File: config.mk
export PLATFORM = sky130hd
export DESIGN_NAME = spi_word_assembler
export DESIGN_NICKNAME = d
export VERILOG_FILES = /design/src/rtl/spi_pkg.sv /design/src/rtl/spi_tx_serializer.sv /design/src/rtl/spi_word_assembler.sv
export SDC_FILE = /design/constraint.sdc
export NUM_CORES = 1
export LEC_CHECK = 0
export BUFFER_PORTS_ARGS = -buffer_cell sky130_fd_sc_hd__buf_2
export CAP_MARGIN = 20
export CELL_PAD_IN_SITES_DETAIL_PLACEMENT = 1
export CELL_PAD_IN_SITES_GLOBAL_PLACEMENT = 1
export CORE_ASPECT_RATIO = 0.5
export CORE_MARGIN = 5
export CORE_UTILIZATION = 44
export DETAILED_ROUTE_END_ITERATION = 7
export GPL_ROUTABILITY_DRIVEN = 0
export PLACE_DENSITY_LB_ADDON = 0.1
export SYNTH_ARGS = -nofsm -noshare
export SYNTH_HDL_FRONTEND = slang
export SYNTH_SLANG_ARGS = --single-unit
export TNS_END_PERCENT = 50
File: constraint.sdc
create_clock -name clk -period 6.3 [get_ports clk]
set_input_delay 0.315 -clock clk [delete_from_list [all_inputs] [get_ports clk]]
set_output_delay 0.315 -clock clk [all_outputs]
set_load 0.01 [all_outputs]
File: src/rtl/spi_pkg.sv
// Shared types and constants for the SPI word assembler slice.
// Optional drop counter is enabled with SPI_DROP_CNT_EN.
package spi_pkg;

  localparam int unsigned BYTE_W             = 8;
  localparam int unsigned WORD_BYTES_DEFAULT = 8;

  typedef enum logic {
    IDLE,
    RECV
  } state_t;

endpackage

File: src/rtl/spi_tx_serializer.sv
// Reply word register feeding tx_byte; loads at word boundaries and shifts
// up one byte per received byte, back-filling with TX_FILL.
module spi_tx_serializer
  import spi_pkg::*;
#(
  parameter int unsigned WORD_BYTES = WORD_BYTES_DEFAULT,
  parameter logic [7:0]  TX_FILL    = 8'h00
) (
  input  logic                         clk,
  input  logic                         reset,
  input  logic                         load,
  input  logic                         shift,
  input  logic                         reply_valid,
  input  logic [BYTE_W*WORD_BYTES-1:0] reply_data,
  output logic                         reply_ready,
  output logic [BYTE_W-1:0]            tx_byte
);

  localparam int unsigned WW = BYTE_W * WORD_BYTES;

  logic [WW-1:0] tx_reg;

  always_ff @(posedge clk or posedge reset) begin
    if (reset) begin
      tx_reg <= {WORD_BYTES{TX_FILL}};
    end else if (load) begin
      tx_reg <= reply_valid ? reply_data : {WORD_BYTES{TX_FILL}};
    end else if (shift) begin
      tx_reg <= WW'({tx_reg, TX_FILL});
    end
  end

  assign reply_ready = load & reply_valid;
  assign tx_byte     = tx_reg[WW-1 -: BYTE_W];

endmodule

File: src/rtl/spi_word_assembler.sv
// Packs SPI bytes MSB-first into words with a one-deep output buffer and
// drives reply bytes back out. Define SPI_DROP_CNT_EN for drop_count.
module spi_word_assembler
  import spi_pkg::*;
#(
  parameter int unsigned WORD_BYTES = WORD_BYTES_DEFAULT,
  parameter logic [7:0]  TX_FILL    = 8'h00
) (
  input  logic                         clk,
  input  logic                         reset,
  input  logic                         msg_start,
  input  logic                         msg_end,
  input  logic                         byte_valid,
  input  logic [7:0]                   byte_data,
  output logic                         word_valid,
  input  logic                         word_ready,
  output logic [BYTE_W*WORD_BYTES-1:0] word_data,
  output logic                         drop,
  output logic                         frag,
  output logic                         overflow,
  input  logic                         reply_valid,
  output logic                         reply_ready,
  input  logic [BYTE_W*WORD_BYTES-1:0] reply_data,
  output logic [7:0]                   tx_byte
`ifdef SPI_DROP_CNT_EN
  ,
  output logic [7:0]                   drop_count
`endif
);

  localparam int unsigned WW    = BYTE_W * WORD_BYTES;
  localparam int unsigned IDX_W = $clog2(WORD_BYTES);
  localparam logic [IDX_W-1:0] IDX_LAST = IDX_W'(WORD_BYTES - 1);

  state_t            state, state_nxt;
  logic [IDX_W-1:0]  idx, idx_nxt, idx_base;
  logic [WW-1:0]     shift, shift_nxt, shift_base, assembled;
  logic              active, take, word_done, can_load, load_word, lose, end_now;
  logic              frag_nxt;

  // msg_start acts as a same-cycle restart, so a coincident byte lands as byte 0.
  always_comb begin
    active     = msg_start | (state == RECV);
    take       = byte_valid & active;
    idx_base   = msg_start ? '0 : idx;
    shift_base = msg_start ? '0 : shift;
    word_done  = take & (idx_base == IDX_LAST);
    assembled  = WW'({shift_base, byte_data});
    can_load   = ~word_valid | word_ready;
    load_word  = word_done & can_load;
    lose       = word_done & ~can_load;
    end_now    = msg_end & active;
  end

  always_comb begin
    state_nxt = state;
    if (msg_start) state_nxt = RECV;
    if (end_now)   state_nxt = IDLE;
  end

  // The byte arriving with msg_end is folded in before the fragment test.
  always_comb begin
    idx_nxt   = idx_base;
    shift_nxt = shift_base;
    frag_nxt  = 1'b0;
    if (take) begin
      idx_nxt   = word_done ? '0 : idx_base + 1'b1;
      shift_nxt = word_done ? '0 : assembled;
    end
    if (end_now) begin
      frag_nxt  = (idx_nxt != '0);
      idx_nxt   = '0;
      shift_nxt = '0;
    end
  end

  always_ff @(posedge clk or posedge reset) begin
    if (reset) begin
      state      <= IDLE;
      idx        <= '0;
      shift      <= '0;
      word_valid <= 1'b0;
      word_data  <= '0;
      drop       <= 1'b0;
      frag       <= 1'b0;
      overflow   <= 1'b0;
    end else begin
      state      <= state_nxt;
      idx        <= idx_nxt;
      shift      <= shift_nxt;
      word_valid <= load_word | (word_valid & ~word_ready);
      if (load_word) word_data <= assembled;
      drop       <= lose;
      frag       <= frag_nxt;
      overflow   <= overflow | lose;
    end
  end

`ifdef SPI_DROP_CNT_EN
  always_ff @(posedge clk or posedge reset) begin
    if (reset) begin
      drop_count <= '0;
    end else if (lose && drop_count != 8'hFF) begin
      drop_count <= drop_count + 8'd1;
    end
  end
`endif

  spi_tx_serializer #(
    .WORD_BYTES (WORD_BYTES),
    .TX_FILL    (TX_FILL)
  ) u_tx (
    .clk         (clk),
    .reset       (reset),
    .load        (msg_start | word_done),
    .shift       (take),
    .reply_valid (reply_valid),
    .reply_data  (reply_data),
    .reply_ready (reply_ready),
    .tx_byte     (tx_byte)
  );

endmodule

==> Word-level counts from Yosys, hierarchy flattened <==
Cells that the tools add are included.
{ "op_classes": {"addsub": 1, "eq_ne": 1, "muxes": 14, "bitwise": 15, "reduce_logical": 3} }
{ "ops": {"columns": ["cell", "n"], "rows": [
  ["$mux W56", 4],
  ["$mux W64", 3],
  ["$mux W3", 4],
  ["$and A1 B1 Y1", 7],
  ["$or A1 B1 Y1", 5],
  ["$reduce_bool A2 Y1", 2],
  ["$add A3 B1 Y3 const B", 1],
  ["$eq A3 B3 Y1 const B", 1],
  ["$mux W1", 3],
  ["$not A1 Y1", 3],
  ["$reduce_bool A3 Y1", 1]
]} }
{ "totals": {"reg_bits": 192, "inputBits": 79, "out_inout_bits": 77, "word_cells": 43} }

==> Depth between registers and ports, before layout <==
Gate-level depths: netlist (run 1).
{ "logic_depth": {"word_depth": 7, "depth_mapped": 12, "depth_no_buf": 6} }

==> By module <==
From an unflattened synthesis (run 1), not the netlist that was laid out.
{ "hier_totals": {"hier_cells": 712, "area_unflattened_um2": 8703.3} }
{ "by_module_without_submodules": {"columns": ["module", "n_inst", "cells_per_inst", "area_per_inst_um2", "seq_area_each_um2"], "rows": [
  ["spi_word_assembler", 1, 487, 5412.7, 3203.1],
  ["spi_tx_serializer", 1, 225, 3290.7, 1601.5]
]} }

==> Worst setup path after synthesis (run 1) <==
OpenSTA, ideal clock, no wires.
{ "synth_timing": {"kind": "input-to-output", "from": "in msg_start", "to": "out reply_ready", "arrival_time_ns": 2.061, "t_required_ns": 5.985, "slack_ns": 3.924, "cell_stages": 11, "path_cell_list": "buf_2 clkbuf_1 buf_4 nor2b_1 ha_1 ha_1 buf_2 a31oi_1 nor2b_1 buf_2 buf_2"} }
{ "synth_via": {"elab_chain_len": 5, "elab_cells_between_ends": 7} }
{ "synth_rtl": {"columns": ["element", "line", "rtl"], "rows": [
  ["start, declared", "spi_word_assembler.sv:11", "input logic msg_start,"],
  ["$mux W3 or $or A1 B1 Y1 (tied branches)", "spi_word_assembler.sv:45, spi_word_assembler.sv:43", null],
  ["$eq A3 B3 Y1 or $and A1 B1 Y1 (tied branches)", "spi_word_assembler.sv:47, spi_word_assembler.sv:44", null],
  ["$and A1 B1 Y1", "spi_word_assembler.sv:47", "word_done = take & (idx_base == IDX_LAST);"],
  ["$or A1 B1 Y1 (*)", "spi_word_assembler.sv:115", ".load (msg_start | word_done),"],
  ["$and A1 B1 Y1 (*)", "spi_tx_serializer.sv:33", "assign reply_ready = load & reply_valid;"],
  ["end, declared", "spi_word_assembler.sv:22", "output logic reply_ready,"]
]} }
Every way passes the cells marked *; elsewhere a longest branch is shown, timed or not.

==> Worst setup path in the final report (run 1) <==
{ "layout_timing": {"from": "reg idx[0]", "to": "out reply_ready"} }
{ "layout_via": {"elab_chain_len": 5} }
{ "layout_rtl": {"columns": ["element", "line", "rtl"], "rows": [
  ["start, declared", "spi_word_assembler.sv:36", "logic [IDX_W-1:0] idx, idx_nxt, idx_base;"],
  ["start signal, assigned", "spi_word_assembler.sv:89", "idx <= idx_nxt;"],
  ["$mux W3", "spi_word_assembler.sv:45", "idx_base = msg_start ? '0 : idx;"],
  ["$eq A3 B3 Y1", "spi_word_assembler.sv:47", null],
  ["$and A1 B1 Y1", "spi_word_assembler.sv:47", null],
  ["$or A1 B1 Y1", "spi_word_assembler.sv:115", null],
  ["$and A1 B1 Y1", "spi_tx_serializer.sv:33", null]
]} }
Every way passes these cells.

==> results.yml, run 1 <==
outcome:
  run_status: "finished, final reports clean"
yosys:
  ys_warn_count: 0
  syn_area_per_cell_um2: 11.37
  synth-seq-cells: 192
  synth-seq-area-share_pct: 54.38
  ys_async_sr_fraction_pct: 100.0
  synth.net_count: 858
  syn-cell-area_um2: 8835
  synthCells: 777
  synthFlopType: "dfrtp_1"
  synth_edf_count: 0
  netlist-cell-type-count: 27
clock_tree:
  cts_resized: 0
  cts_hold_buffers: 1
  cts_setup_buffers: 0
  cts_tree: "built"
  cts.sinks: 192
  clkTransAtPathRegs_ps: 70
  clk_latency_ps: 450
  clk_path_buf_depth: 2
  numCtsBuffers: 17
  cts_htree_levels: 4
  cts-root-buf: "clkbuf_16"
timing:
  skew_ps: 11.61
  rsz0062_at_grt: "false"
  max_freq_ghz: 0.2896
  period_minus_slack_ps: 3453
  max_slew_margin_pct: 32.66
  slew_violations: 0
  finalCritPeriodShare_pct: 54.81
  tightestPinTransition_ps: 1010
  setup_viol: 0
  timing.final.hold_violations: 0
  tns_ps: 0
hold_path:
  hold_class: "in -> reg"
setup_path:
  cp_slowest_stage_delay_ps: 590
  reg2reg_slack_ps: 2860
  cp_slowest_cell: "buf_4"
  cp_data_arrival_time_ps: 3140
  critPathKind: "reg -> out"
  required_ps: 5980
  cp_top_family: "buffers and inverters"
  crit_chain: "nor2b_1 > ha_1 > ha_4 > buf_16 > a31oi_1 > nor2b_4 > buf_4 > buf_2"
  end_kind: "output pin"
  critPathLaunchType: "flop"
  critPathMaxFanout: 92
  cp_num_buf_inv: 3
detailed_routing:
  vias: 6469
  route.detailed.drc: 0
  wl_um: 23610
  vias_per_cell: 5.601
  ant_nets: 0
  initialDrtViolationCount: 499
  drt_first_pass_iters: 4
  wl_per_cell_um: 20.44
global_routing:
  grt-ovfl-total: 0
  grt_most_used_layer: "met2"
  grtUsageMet3_pct: 3.789
  grt_pass1_wl_um: 37870
  grt_use_met2_pct: 33.00
  grt_max_degree: 118
  grt_antenna_before_repair: 0
  use_met1_pct: 29.16
  grtUsageTotal_pct: 20.61
  grt_pass1_vias: 6796
floorplan:
  core.rowCount: 36
  ios: 156
  die_height_um: 110.2
  dieWidth_um: 210.4
  initial_utilization_pct: 45.09
  coreArea_um2: 19590
  fp.dieArea_um2: 23180
power:
  static-leakage-power_nw: 4.961
  irDropWorstVdd_mv: 0.2107
  p_per_area_nw_per_um2: 254.9
layout:
  final_common_cell: "dfrtp_1"
  fin_util_pct: 52.48
  n_antenna_cell: 0
  final_cell_mix: "dfrtp_1 (191), buf_2 (154), a21oi_1 (115)"
  fillers: 2137
  drive_gt1_share_pct: 29.58
  finalNetCount: 957
  syn_to_final_growth_pct: 16.40
place:
  port_buffers: 155
  place_hpwl_um: 14300
job:
  max_cap_viol_count: 0
## final timing paths
| kind | from | to | depth (start not counted) |
|---|---|---|---|
| worst max-delay path | idx[0] | reply_ready | 8 |
| worst min-delay path | msg_end | state | 2 |
| worst max register to register | state | word_data[22] | 4 |
| worst min register to register | overflow | overflow | 1 |
| max in group asynchronous | reset | u_tx.tx_reg[62] | 4 |
| min in group asynchronous | reset | word_data[40] | 3 |
## cell families (layout without fill, tap and decap cells)
logic type,after synthesis,count (layout),share of synthesized area [%]
muxes,64,64,8.157
adders and majority gates,2,2,0.2832
and+or+nand+nor,242,242,18.61
buffers and inverters,88,200,4.943
AOI/OAI and AO/OA,189,189,13.62
DFF,192,192,54.38
## through the flow
stage / setup slack (ps) / power (mW) / area (um2) / std cells / hold slack (ps)
3_5_place_dp: 2506 / 1.529 / 9648 / 1121 / 473.3
4_1_cts: 2473 / 2.657 / 10260 / 1154 / 41.19
5_1_grt: 2567 / 2.734 / 10280 / 1155 / 55.57
2_1_floorplan: 757.8 / 1.452 / 8835 / 777 / 381.4
6_report: 2847 / 2.622 / 10280 / 1155 / 67.51
3_3_place_gp: 2659 / 1.520 / 9620 / 1120 / 462.2
## synth_stat cells (all sizes together), types with 2 or more instances
cell,instances,area [um2]
nor2b,61,381.6
mux2,64,720.7
nand3b,57,427.9
ha,2,25.02
o21ai,3,15.01
buf,42,264.0
clkbuf,44,165.2
dfrtp,192,4805
a22o,8,70.07
nand2,61,229.0
nand2b,2,12.51
inv,2,7.510
o21a,2,15.01
nor2,4,15.01
a21oi,115,575.6
o2bb2ai,56,490.5
and4b,56,560.5
## routing by layer
metal  vias up  share of wire, %
met5         -                 0
met4         0               1.3
met3        20               3.0
met2       102                48
met1      3366                47
li1       2981                 -
## area by class of cell
cell class	instances	area, um2	share of cell area, %
inverters	2	15.01	0.1460
clock buffers	17	425.4	4.137
clock inverters	15	172.7	1.679
multi-input cells	497	3628	35.28
repair buffers	166	903.4	8.785
flip-flops and latches	192	4806	46.73
well taps	266	332.8	3.236
## where the power goes
part           internal, mW  switching (mW)
Combinational        0.0704           0.128
Sequential             1.27          0.0308
Clock                 0.599           0.521
Total                  1.94           0.679
Power figures use the tool's default switching activity.
==> inputs of run 2 (changes only) <==
Clock period 6.3 ns to 3.5 ns, I/O delays scaled along.
==> run 2 against run 1 <==
Hold slack worse by 52 ps. Cell area up 7.4%. Setup slack worse by 1900 ps. Sequential share of layout area down 3.2 points. Critical path depth down 1. Die area unchanged. Critical endpoint unchanged. Largest cell class unchanged.
==> results.yml, run 2 (synthesis results as in run 1) <==
outcome:
  run_status: "finished, final reports clean"
timing:
  tightestPinTransition_ps: 949.1
  slew_violations: 0
  fin_hold_ws_ps: 15.55
  fin_ws_ps: 978.7
  max_slew_margin_pct: 36.73
  tns_ps: 0
  skew_ps: 14.40
  rsz0062_at_grt: "false"
  timing.final.hold_violations: 0
  max_freq_ghz: 0.3966
  setup_viol: 0
  period_minus_slack_ps: 2521
  finalCritPeriodShare_pct: 72.04
floorplan:
  fp.dieArea_um2: 23180
  coreArea_um2: 19590
  ios: 156
  core.rowCount: 36
  dieWidth_um: 210.4
  initial_utilization_pct: 45.09
  die_height_um: 110.2
clock_tree:
  numCtsBuffers: 17
  cts_resized: 0
  clk_path_buf_depth: 2
  clk_latency_ps: 440
  cts-root-buf: "clkbuf_16"
  cts_setup_buffers: 0
  cts_htree_levels: 4
  cts.sinks: 192
  cts_tree: "built"
  clkTransAtPathRegs_ps: 70
layout:
  n_antenna_cell: 0
  final_cell_area_um2: 11040
  syn_to_final_growth_pct: 25.01
  fillers: 2073
  finalNetCount: 1035
  final_cell_mix: "dfrtp_1 (191), buf_2 (154), a21oi_1 (115)"
  final_common_cell: "dfrtp_1"
  drive_gt1_share_pct: 27.71
setup_path:
  end_kind: "output pin"
  critPathMaxFanout: 39
  r2r-start: "idx[0]"
  critPathLaunchType: "flop"
  startpoint: "idx[0]"
  cp_data_arrival_time_ps: 2350
  required_ps: 3320
  critPathKind: "reg -> out"
power:
  static-leakage-power_nw: 5.280
  irDropWorstVdd_mv: 0.3168
  p_per_area_nw_per_um2: 429.6
  finalPower_mw: 4.745
global_routing:
  grt_max_degree: 75
  grt-ovfl-total: 0
  grtUsageTotal_pct: 21.78
  grt_pass1_wl_um: 40310
  grt_antenna_before_repair: 0
  grt_pass1_vias: 7309
hold_path:
  worstHoldStart: "reply_data[35]"
  hold_class: "in -> reg"
detailed_routing:
  drt_first_pass_iters: 4
  wl_um: 24990
  initialDrtViolationCount: 365
  wl_per_cell_um: 20.26
  ant_nets: 0
  route.detailed.drc: 0
  vias: 6777
  vias_per_cell: 5.496
place:
  pre_cts_slack_ps: 760.6
  place_hpwl_um: 14560
  port_buffers: 155
  postPlaceCellArea_um2: 9707
job:
  max_cap_viol_count: 0
## run 2: changes by cell type in the layout (fill, tap and decap cells not counted)
| cell | change |
|---|---|
| clkinv_4 | +1 |
| bufinv_16 | -1 |
| inv_8 | +1 |
| dlygate4sd3_1 | +72 |
| inv_6 | -3 |
| clkinv_2 | -1 |
| clkinvlp_4 | +2 |
| buf_4 | +4 |
| clkbuf_1 | +1 |
| buf_12 | +3 |
| buf_16 | -1 |
## run 2: critical path, stage by stage, from the launching register on
cell     delay [ps]
dfrtp_1         320
nor2b_1         230
ha_1            240
ha_4            210
a31oi_1         140
nor2b_4         160
buf_4           400
buf_2           220
## run 2: final timing paths
kind / to / slack (ps) / cells after the start
max in group asynchronous: word_data[39] / 2100 / 4
setup / recovery: reply_ready / 980 / 7
hold / removal: u_tx.tx_reg[35] / 20 / 2
hold reg to reg: overflow / 480 / 1
setup reg to reg: word_data[51] / 1060 / 5
min in group asynchronous: u_tx.tx_reg[40] / 470 / 3
## run 2: metal layers
| metal | GRT usage (%) | wire length (um) | vias up | part of all wire, % |
|---|---|---|---|---|
| li1 | - | - | 3144 | - |
| met3 | 3.195 | 803 | 20 | 3.2 |
| met5 | 0 | 0 | - | 0 |
| met4 | 5.640 | 307 | 0 | 1.2 |
| met1 | 29.92 | 11450 | 3497 | 46 |
| met2 | 36.91 | 12430 | 116 | 50 |
## run 2: timing repair
item | in CTS | in global routing
hold endpoints to repair | 105 | 0
setup endpoints to repair | 0 | 0
hold buffers | 73 | 0
## run 2: per-stage QoR
| step | util (%) | std cells |
|---|---|---|
| after floorplan | - | 777 |
| after global placement | 49.44 | 1126 |
| after detailed placement | 49.54 | 1127 |
| after CTS | 56.23 | 1232 |
| after global routing | 56.37 | 1233 |
| final | 56.37 | 1233 |
## run 2: cell type report
type	count	area, um2	share of cell area [%]
Timing Repair Buffer	244	1687	15.27
Inverter	2	11.26	0.1020
Multi-Input combinational cell	497	3628	32.85
Sequential cell	192	4806	43.51
Tap cell	266	332.8	3.013
Clock buffer	18	429.2	3.886
Clock inverter	14	150.1	1.359
## run 2: where the power goes
part           total, mW  internal [mW]  leakage, nW  switching, mW
Sequential          2.34           2.29         2.61         0.0495
Combinational      0.446          0.189         2.38          0.257
Clock               1.96           1.01        0.280          0.946
Total               4.75           3.49         5.28           1.25
